<file path="config.mk">
export PLATFORM = sky130hd
export DESIGN_NAME = video_sprite_renderer_flat
export DESIGN_NICKNAME = d
export VERILOG_FILES = /design/src/rtl/video_sprite_renderer_if.sv /design/src/rtl/video_sprite_renderer.sv /design/src/flat_wrapper.sv
export SDC_FILE = /design/constraint.sdc
export NUM_CORES = 1
export LEC_CHECK = 0
export BUFFER_PORTS_ARGS = -buffer_cell sky130_fd_sc_hd__buf_2
export CAP_MARGIN = 10
export CORE_AREA = 4 4 96 98
export CTS_CLUSTER_SIZE = 14
export DETAILED_ROUTE_END_ITERATION = 10
export DIE_AREA = 0 0 100 102
export PLACE_DENSITY = 0.69
export SLEW_MARGIN = 20
export SYNTH_ARGS = -nofsm -noshare
export SYNTH_HDL_FRONTEND = slang
export SYNTH_SLANG_ARGS = --single-unit
</file>
<file path="constraint.sdc">
create_clock -name i_clk -period 3.8 [get_ports i_clk]
set_input_delay 0.76 -clock i_clk [delete_from_list [all_inputs] [get_ports i_clk]]
set_output_delay 0.76 -clock i_clk [all_outputs]
set_load 0.05 [all_outputs]
</file>
<file path="src/rtl/video_sprite_renderer_if.sv">
// Bundle of sync-generator inputs, sprite ROM port and RGB/sync outputs of the sprite renderer.
// master = upstream sync generator/ROM/display side, slave = renderer.
interface video_sprite_renderer_if;
   logic        i_hsync;
   logic        i_vsync;
   logic        i_visible;
   logic [9:0]  i_hpos;
   logic [9:0]  i_vpos;
   logic        i_enable;
   logic [3:0]  o_rom_addr;
   logic [15:0] i_rom_data;
   logic [2:0]  o_red;
   logic [2:0]  o_grn;
   logic [2:0]  o_blu;
   logic        o_hsync;
   logic        o_vsync;
   logic [9:0]  o_sprite_x;
   logic [9:0]  o_sprite_y;

   modport master (
      output i_hsync, i_vsync, i_visible, i_hpos, i_vpos, i_enable, i_rom_data,
      input  o_rom_addr, o_red, o_grn, o_blu, o_hsync, o_vsync, o_sprite_x, o_sprite_y
   );

   modport slave (
      input  i_hsync, i_vsync, i_visible, i_hpos, i_vpos, i_enable, i_rom_data,
      output o_rom_addr, o_red, o_grn, o_blu, o_hsync, o_vsync, o_sprite_x, o_sprite_y
   );
endinterface

</file>
<file path="src/rtl/video_sprite_renderer.sv">
// Draws one bouncing 16x16 1-bpp sprite over a solid background; moves once per frame at vblank start.
// Latency: 2 cycles from sync-generator inputs to RGB/sync; free-running, no backpressure.
module video_sprite_renderer #(
   parameter int         H_VISIBLE   = 640,
   parameter int         V_VISIBLE   = 480,
   parameter int         SPRITE_SIZE = 16,
   parameter int         X_INIT      = 0,
   parameter int         Y_INIT      = 0,
   parameter int         SPEED       = 1,
   parameter logic [8:0] FG_COLOR    = 9'h1FF,
   parameter logic [8:0] BG_COLOR    = 9'h000
) (
   input  logic                    i_clk,
   input  logic                    i_rst,
   video_sprite_renderer_if.slave  bus
);

   localparam logic [10:0] X_MAX  = 11'(H_VISIBLE - SPRITE_SIZE);
   localparam logic [10:0] Y_MAX  = 11'(V_VISIBLE - SPRITE_SIZE);
   localparam logic [10:0] STEP11 = 11'(SPEED);
   localparam logic [9:0]  STEP10 = 10'(SPEED);
   localparam logic [10:0] SIZE11 = 11'(SPRITE_SIZE);
   localparam logic [9:0]  V_TICK = 10'(V_VISIBLE);

   typedef enum logic [1:0] {
      IDLE   = 2'd0,
      MOVE_X = 2'd1,
      MOVE_Y = 2'd2
   } state_t;

   state_t      r_state;
   state_t      w_state_nxt;
   logic [9:0]  r_x;
   logic [9:0]  r_y;
   logic        r_dx_neg;
   logic        r_dy_neg;
   logic [9:0]  w_x_nxt;
   logic [9:0]  w_y_nxt;
   logic        w_dx_neg_nxt;
   logic        w_dy_neg_nxt;

   // Pipeline stage registers
   logic        r_vis0;
   logic        r_hs0;
   logic        r_vs0;
   logic        r_hit0;
   logic [3:0]  r_col0;
   logic [3:0]  r_rom_addr;
   logic [8:0]  r_rgb;
   logic        r_hs1;
   logic        r_vs1;

   logic        w_tick;
   logic [10:0] w_x_sum;
   logic [10:0] w_y_sum;
   logic [10:0] w_x_end;
   logic [10:0] w_y_end;
   logic        w_in_x;
   logic        w_in_y;
   logic        w_pix;

   assign w_tick  = (bus.i_hpos == 10'd0) && (bus.i_vpos == V_TICK);
   assign w_x_sum = {1'b0, r_x} + STEP11;
   assign w_y_sum = {1'b0, r_y} + STEP11;
   // 11-bit end bounds so a sprite near column/line 1023 cannot wrap
   assign w_x_end = {1'b0, r_x} + SIZE11;
   assign w_y_end = {1'b0, r_y} + SIZE11;
   assign w_in_x  = ({1'b0, bus.i_hpos} >= {1'b0, r_x}) && ({1'b0, bus.i_hpos} < w_x_end);
   assign w_in_y  = ({1'b0, bus.i_vpos} >= {1'b0, r_y}) && ({1'b0, bus.i_vpos} < w_y_end);

   always_ff @(posedge i_clk) begin
      if (i_rst) begin
         r_state  <= IDLE;
         r_x      <= 10'(X_INIT);
         r_y      <= 10'(Y_INIT);
         r_dx_neg <= 1'b0;
         r_dy_neg <= 1'b0;
      end else begin
         r_state  <= w_state_nxt;
         r_x      <= w_x_nxt;
         r_y      <= w_y_nxt;
         r_dx_neg <= w_dx_neg_nxt;
         r_dy_neg <= w_dy_neg_nxt;
      end
   end

   always_comb begin
      w_state_nxt  = r_state;
      w_x_nxt      = r_x;
      w_y_nxt      = r_y;
      w_dx_neg_nxt = r_dx_neg;
      w_dy_neg_nxt = r_dy_neg;
      case (r_state)
         IDLE: begin
            if (w_tick && bus.i_enable) begin
               w_state_nxt = MOVE_X;
            end
         end
         MOVE_X: begin
            w_state_nxt = MOVE_Y;
            if (!r_dx_neg) begin
               if (w_x_sum > X_MAX) begin
                  w_x_nxt      = X_MAX[9:0];
                  w_dx_neg_nxt = 1'b1;
               end else begin
                  w_x_nxt = w_x_sum[9:0];
               end
            end else begin
               if ({1'b0, r_x} < STEP11) begin
                  w_x_nxt      = 10'd0;
                  w_dx_neg_nxt = 1'b0;
               end else begin
                  w_x_nxt = r_x - STEP10;
               end
            end
         end
         MOVE_Y: begin
            w_state_nxt = IDLE;
            if (!r_dy_neg) begin
               if (w_y_sum > Y_MAX) begin
                  w_y_nxt      = Y_MAX[9:0];
                  w_dy_neg_nxt = 1'b1;
               end else begin
                  w_y_nxt = w_y_sum[9:0];
               end
            end else begin
               if ({1'b0, r_y} < STEP11) begin
                  w_y_nxt      = 10'd0;
                  w_dy_neg_nxt = 1'b0;
               end else begin
                  w_y_nxt = r_y - STEP10;
               end
            end
         end
         default: begin
            w_state_nxt = IDLE;
         end
      endcase
   end

   // r_rom_addr acts as the ROM's address register, so its data is back in S1
   always_ff @(posedge i_clk) begin
      if (i_rst) begin
         r_vis0     <= 1'b0;
         r_hs0      <= 1'b0;
         r_vs0      <= 1'b0;
         r_hit0     <= 1'b0;
         r_col0     <= 4'd0;
         r_rom_addr <= 4'd0;
      end else begin
         r_vis0     <= bus.i_visible;
         r_hs0      <= bus.i_hsync;
         r_vs0      <= bus.i_vsync;
         r_hit0     <= w_in_x && w_in_y;
         r_col0     <= bus.i_hpos[3:0] - r_x[3:0];
         r_rom_addr <= bus.i_vpos[3:0] - r_y[3:0];
      end
   end

   assign w_pix = bus.i_rom_data[4'd15 - r_col0];

   always_ff @(posedge i_clk) begin
      if (i_rst) begin
         r_rgb <= 9'd0;
         r_hs1 <= 1'b0;
         r_vs1 <= 1'b0;
      end else begin
         r_hs1 <= r_hs0;
         r_vs1 <= r_vs0;
         if (!r_vis0) begin
            r_rgb <= 9'd0;
         end else if (r_hit0 && w_pix) begin
            r_rgb <= FG_COLOR;
         end else begin
            r_rgb <= BG_COLOR;
         end
      end
   end

   assign bus.o_rom_addr = r_rom_addr;
   assign bus.o_red      = r_rgb[8:6];
   assign bus.o_grn      = r_rgb[5:3];
   assign bus.o_blu      = r_rgb[2:0];
   assign bus.o_hsync    = r_hs1;
   assign bus.o_vsync    = r_vs1;
   assign bus.o_sprite_x = r_x;
   assign bus.o_sprite_y = r_y;

endmodule

</file>
<file path="src/flat_wrapper.sv">
// flat-port wrapper written by rule: the top's interface ports become plain ports
module video_sprite_renderer_flat 
#(
   parameter int         H_VISIBLE   = 640,
   parameter int         V_VISIBLE   = 480,
   parameter int         SPRITE_SIZE = 16,
   parameter int         X_INIT      = 0,
   parameter int         Y_INIT      = 0,
   parameter int         SPEED       = 1,
   parameter logic [8:0] FG_COLOR    = 9'h1FF,
   parameter logic [8:0] BG_COLOR    = 9'h000
)
  (i_clk, i_rst, bus_i_hsync, bus_i_vsync, bus_i_visible, bus_i_hpos, bus_i_vpos, bus_i_enable, bus_i_rom_data, bus_o_rom_addr, bus_o_red, bus_o_grn, bus_o_blu, bus_o_hsync, bus_o_vsync, bus_o_sprite_x, bus_o_sprite_y);
  video_sprite_renderer_if bus_i ();
  input  logic i_clk;
  input  logic i_rst;
  input wire logic [$bits(bus_i.i_hsync)-1:0] bus_i_hsync;
  input wire logic [$bits(bus_i.i_vsync)-1:0] bus_i_vsync;
  input wire logic [$bits(bus_i.i_visible)-1:0] bus_i_visible;
  input wire logic [$bits(bus_i.i_hpos)-1:0] bus_i_hpos;
  input wire logic [$bits(bus_i.i_vpos)-1:0] bus_i_vpos;
  input wire logic [$bits(bus_i.i_enable)-1:0] bus_i_enable;
  input wire logic [$bits(bus_i.i_rom_data)-1:0] bus_i_rom_data;
  output wire logic [$bits(bus_i.o_rom_addr)-1:0] bus_o_rom_addr;
  output wire logic [$bits(bus_i.o_red)-1:0] bus_o_red;
  output wire logic [$bits(bus_i.o_grn)-1:0] bus_o_grn;
  output wire logic [$bits(bus_i.o_blu)-1:0] bus_o_blu;
  output wire logic [$bits(bus_i.o_hsync)-1:0] bus_o_hsync;
  output wire logic [$bits(bus_i.o_vsync)-1:0] bus_o_vsync;
  output wire logic [$bits(bus_i.o_sprite_x)-1:0] bus_o_sprite_x;
  output wire logic [$bits(bus_i.o_sprite_y)-1:0] bus_o_sprite_y;
  assign bus_i.i_hsync = bus_i_hsync;
  assign bus_i.i_vsync = bus_i_vsync;
  assign bus_i.i_visible = bus_i_visible;
  assign bus_i.i_hpos = bus_i_hpos;
  assign bus_i.i_vpos = bus_i_vpos;
  assign bus_i.i_enable = bus_i_enable;
  assign bus_i.i_rom_data = bus_i_rom_data;
  assign bus_o_rom_addr = bus_i.o_rom_addr;
  assign bus_o_red = bus_i.o_red;
  assign bus_o_grn = bus_i.o_grn;
  assign bus_o_blu = bus_i.o_blu;
  assign bus_o_hsync = bus_i.o_hsync;
  assign bus_o_vsync = bus_i.o_vsync;
  assign bus_o_sprite_x = bus_i.o_sprite_x;
  assign bus_o_sprite_y = bus_i.o_sprite_y;
  video_sprite_renderer #(.H_VISIBLE(H_VISIBLE), .V_VISIBLE(V_VISIBLE), .SPRITE_SIZE(SPRITE_SIZE), .X_INIT(X_INIT), .Y_INIT(Y_INIT), .SPEED(SPEED), .FG_COLOR(FG_COLOR), .BG_COLOR(BG_COLOR)) u_core (.i_clk(i_clk), .i_rst(i_rst), .bus(bus_i));
endmodule
</file>
Yosys cells after proc, flatten, opt, wreduce, memory -nomap -nowiden
Index checks and enable logic that the tools add are counted.

cells by class
  equality and inequality tests = 4
  $lt $le $gt $ge = 9
  reduce and logical (&&, ||, !) cells = 9
  muxes and demuxes = 17
  bitwise operators = 1
  add/subtract/negate cells = 9

operator list
  operator                 number
  $mux W10                 6
  $add A10 B1 Y11 const B  2
  $add A10 B5 Y11 const B  2
  $lt A10 B11 Y1           2
  $ge A10 B10 Y1           2
  $lt A10 B1 Y1 const B    2
  $sub A10 B1 Y10 const B  2
  $gt A11 B10 Y1 const B   1
  $gt A11 B9 Y1 const B    1
  $eq A10 B9 Y1 const B    1
  $logic_not A10 Y1        1
  $mux W9                  1
  $sub A4 B4 Y4            2
  $mux W1                  7
  $logic_and A1 B1 Y1      6
  $lt A4 B5 Y1 const B     1
  $bmux W1 S4              1
  $pmux W2 S2              1
  $sub A4 B4 Y4 const A    1
  $eq A2 B1 Y1 const B     1
  $eq A2 B2 Y1 const B     1
  $logic_not A2 Y1         1
  $mux W2                  1
  $ne A2 B1 Y1 const B     1
  other kinds (2)          2

storage, ports and cells
  flip-flop bits (word level) = 47
  logic and storage cells = 63
  output and inout bits = 35

Depth between registers and ports, before layout
  depth in word-level cells = 5
  depth in mapped cells = 10
  mapped depth without buffers = 10

Least setup slack after synthesis
No wires, ideal clock.

  kind = reg-to-reg
  start = reg u_core.r_x[0] (netlist: u_core.bus.o_sprite_x[0])
  end = reg u_core.r_x[6] (netlist: u_core.bus.o_sprite_x[6])
  slack = 1.060 ns
  stages on the path, launching flop included = 8
  buffers on the path = 0
  setup time = 0.086 ns
  data required time = 3.714 ns
  period minus slack after synthesis = 2.740 ns
  data arrival time = 2.654 ns
  path through = dfxtp_1 > ha_1 > nand2_1 > or4b_1 > a2111o_1 > a41o_4 > o21a_4 > a221oi_2

on the way
  word-level cells in the longest chain between the ends = 4
  elaborated cells between the ends (all ways) = 7
  classes of those cells = 2 x add/sub; 2 x order compare; 3 x mux

RTL lines
  what                      line                          source
  start: declaration        video_sprite_renderer.sv:33   logic [9:0] r_x;
  start signal: assignment  video_sprite_renderer.sv:74   r_x <= 10'(X_INIT);
  start signal: assignment  video_sprite_renderer.sv:80   r_x <= w_x_nxt;
  $add A10 B1 Y11           video_sprite_renderer.sv:63   assign w_x_sum = {1'b0, r_x} + STEP11;
  $gt A11 B10 Y1            video_sprite_renderer.sv:102  if (w_x_sum > X_MAX) begin
  $mux W10                  video_sprite_renderer.sv:102
  $mux W10 (*)              video_sprite_renderer.sv:101  if (!r_dx_neg) begin

Every way passes the cells marked *; elsewhere a longest branch is shown, timed or not.
A chain may end at the register's enable or synchronous reset.

Worst setup path in the final report
  start = reg u_core.r_x[0] (netlist: u_core.bus.o_sprite_x[0])
  end = reg u_core.r_x[4] (netlist: u_core.bus.o_sprite_x[4])

Same word-level chain as after synthesis.

==> run_results.csv <==
group,metric,value,unit
die,core_area,8466,sq um
grt,grt_max_degree,41,
critical_path,required,4.01,ns
clocking,post-cts-setup-buffers,0,
logic_synthesis,ys_seq_area_share,21.89,%
clocking,cts_tree,"built",
place,hpwl,7898,microns
timing,hold_violations,0,
critical_path,crit_arrival,2.79,ns
logic_synthesis,syn_area_per_cell,8.052,sq um
clocking,cts_max_path_buffers,2,
clocking,clockRootBuffer,"clkbuf_8",
die,fp.dieW,100,microns
place,port_buffers,76,
clocking,cts_sinks,39,
drt,drc_errors,0,
drt,wl_per_cell,16.69,microns
drt,drt_iter0_markers,171,
final_layout,stdcell_count,607,
logic_synthesis,synth_area_leaders,"dfxtp_1, ha_1, a21oi_1, xnor2_1, nor2_1",
logic_synthesis,synthCells,443,
timing,slew_violations,0,
timing,min_period,2.582,ns
timing,setup_violations,0,
final_layout,syn_to_final_growth,13.89,%
critical_path,cp-start-kind,"flop",
critical_path,critical_path_class,"reg2reg",
timing,skew,0.01094,ns
power,power.density,244.1,nW/um^2
logic_synthesis,synth_seq_cells,39,
clocking,cts_made_buffers,5,
clocking,clkLatencyLatePin,0.30,ns
critical_path,cp_max_fo,9,
drt,antenna_left,0,
drt,vias,3585,
timing,fmax,387.2,MHz
logic_synthesis,synth_top_area_share,21.89,%
die,num_rows,34,
grt,first_global_vias,3381,
grt,grt_pass1_wl,16450,microns
final_layout,fillers,840,
timing,tns,0,ns
logic_synthesis,syn_nets,528,
drt,finalWirelength,10130,microns
drt,first_pass_iters,4,
grt,grt-ovfl-total,0,
critical_path,end_kind,"flop",
min_path,hp-class,"reg2reg",
logic_synthesis,synth_edf_count,0,
clocking,h-tree-depth,2,
outcome,outcome,"complete, no violations",
die,start_util,42.14,%
power,peakVddDrop,0.1088,mV
timing,finalCritPeriodShare,67.96,%
place,dp.cells,599,
drt,viasPerCell,5.906,
logic_synthesis,syn_area,3567,sq um
timing,worst_slew_pin_slew,0.8291,ns
final_layout,mostFrequentLayoutCells,"buf_2, ha_1, dfxtp_1, a21oi_1, nor2_1",
logic_synthesis,yosysUniqueCellTypes,63,
grt,grt.total_usage,19.84,%
timing,timing.slew.headroom,44.61,%
logic_synthesis,ys_warn_count,0,
final_layout,fin_nets,583,
clocking,cts_hold_buf,0,
final_layout,multi_input_area,2530,sq um
timing,rsz0062_at_grt,"no",
final_layout,regArea,780.7,sq um
clocking,ctsResizeCount,0,
die,fp.dieH,102,microns
logic_synthesis,synth-async-reset-ratio,0,%
die,dieArea,10200,sq um
power,p_leak,1.652,nW
timing,whs,0.4423,ns
clocking,cts.clk_slew.worst_paths,0.09,ns
final_layout,n_antenna_cell,0,
flow_run,drv_cap,0,
grt,antenna_found_initial,0,
logic_synthesis,yosys.area.top_type,"dfxtp_1",
final_layout,mostFrequentLayoutCell,"buf_2",
final_layout,drive_gt1_share,19.44,%
logic_synthesis,synth_flop_cell,"dfxtp_1",
die,ios,77,
place,gp_congestion,1.026,
-- flip-flops by register name, summed over array words and instances, names as in the netlist --
name                   cells
u_core.r_state             2
u_core.r_vs0               1
u_core.bus.o_rom_addr      4
u_core.bus.o_sprite_x     10
u_core.bus.o_sprite_y     10
u_core.r_col0              4
u_core.r_dy_neg            1
u_core.r_hit0              1
u_core.r_vis0              1
u_core.r_hs0               1
u_core.r_rgb               1
u_core.bus.o_hsync         1
u_core.bus.o_vsync         1
u_core.r_dx_neg            1
-- cell families after synthesis --
group | share of synthesized area, %
AOI/OAI and AO/OA | 24.17
xor gates and xnor gates | 4.665
adders and majority gates | 15.50
buffers and inverters | 7.190
DFF | 21.89
muxes | 3.999
and+or+nand+nor | 22.59
-- stage by stage --
step           power, mW  util, %  setup slack (ns)  cell area [sq um]
4_1_cts           0.9972    47.99             1.207               4063
3_5_place_dp      0.6315    46.66             1.219               3950
3_3_place_gp      0.6255    46.66             1.230               3950
6_report          0.9915    47.99             1.218               4063
5_1_grt            1.031    47.99             1.007               4063
2_1_floorplan     0.5662        -             1.060               3567
-- metal layers --
| metal | GRT usage [%] | part of all wire [%] | vias to the layer above |
|---|---|---|---|
| li1 | - | - | 1761 |
| met1 | 25.57 | 43 | 1640 |
| met2 | 33.76 | 47 | 158 |
| met3 | 3.140 | 6.8 | 26 |
| met4 | 7.047 | 2.9 | 0 |
| met5 | 0 | 0 | - |
-- Yosys cell counts, types with 3 or more instances --
cell type and n:
o21ai_1 7, a211o_1 3, o21a_1 5, buf_1 4, xnor2_1 19, nor3_1 11, nand3_1 14, or3_1 5
clkbuf_1 16, o2111ai_1 4, a2111oi_0 3, buf_4 8, a221oi_2 3, a21oi_1 36, dfxtp_1 39, and4b_1 3
nor4_1 8, mux2i_1 3, nor2b_1 15, mux4_2 5, o21ai_0 18, a211oi_1 6, a31oi_1 7, nor2_1 35
nand2_1 24, or4_1 5, nand2b_1 4, o31ai_1 5, a21o_1 7, inv_1 29, ha_1 41, nand4_1 11
-- final cells by class --
cell class / count / area share (%)
clock buffers: 5 / 1.694
clock inverters: 3 / 1.078
inverters: 31 / 2.864
multi-input cells: 344 / 62.27
flip-flops and latches: 39 / 19.22
well taps: 108 / 3.326
repair buffers: 77 / 9.547
-- worst max-delay path, stage by stage (launching register included) --
cell      delay, ns
dfxtp_1        0.50
ha_1           0.31
nand2_1        0.09
or4b_1         0.47
a2111o_1       0.43
a41o_4         0.26
o21a_4         0.22
a221oi_2       0.20
-- path summary, 6_finish.rpt --
kind                                          startpoint                        to  slack, ns  depth (start not counted)
worst max-delay path            u_core.bus.o_sprite_x[0]  u_core.bus.o_sprite_x[4]       1.22                          7
worst min-delay path                        u_core.r_hs0        u_core.bus.o_hsync       0.44                          1
worst max register to register  u_core.bus.o_sprite_x[0]  u_core.bus.o_sprite_x[4]       1.22                          7
worst min register to register              u_core.r_hs0        u_core.bus.o_hsync       0.44                          1
-- where the power goes --
| part | switching [mW] | internal, mW | total, mW |
|---|---|---|---|
| Clock | 0.174 | 0.196 | 0.370 |
| Sequential | 0.0121 | 0.420 | 0.432 |
| Combinational | 0.107 | 0.0825 | 0.189 |
Note: power is estimated with default switching activity, not from simulation.
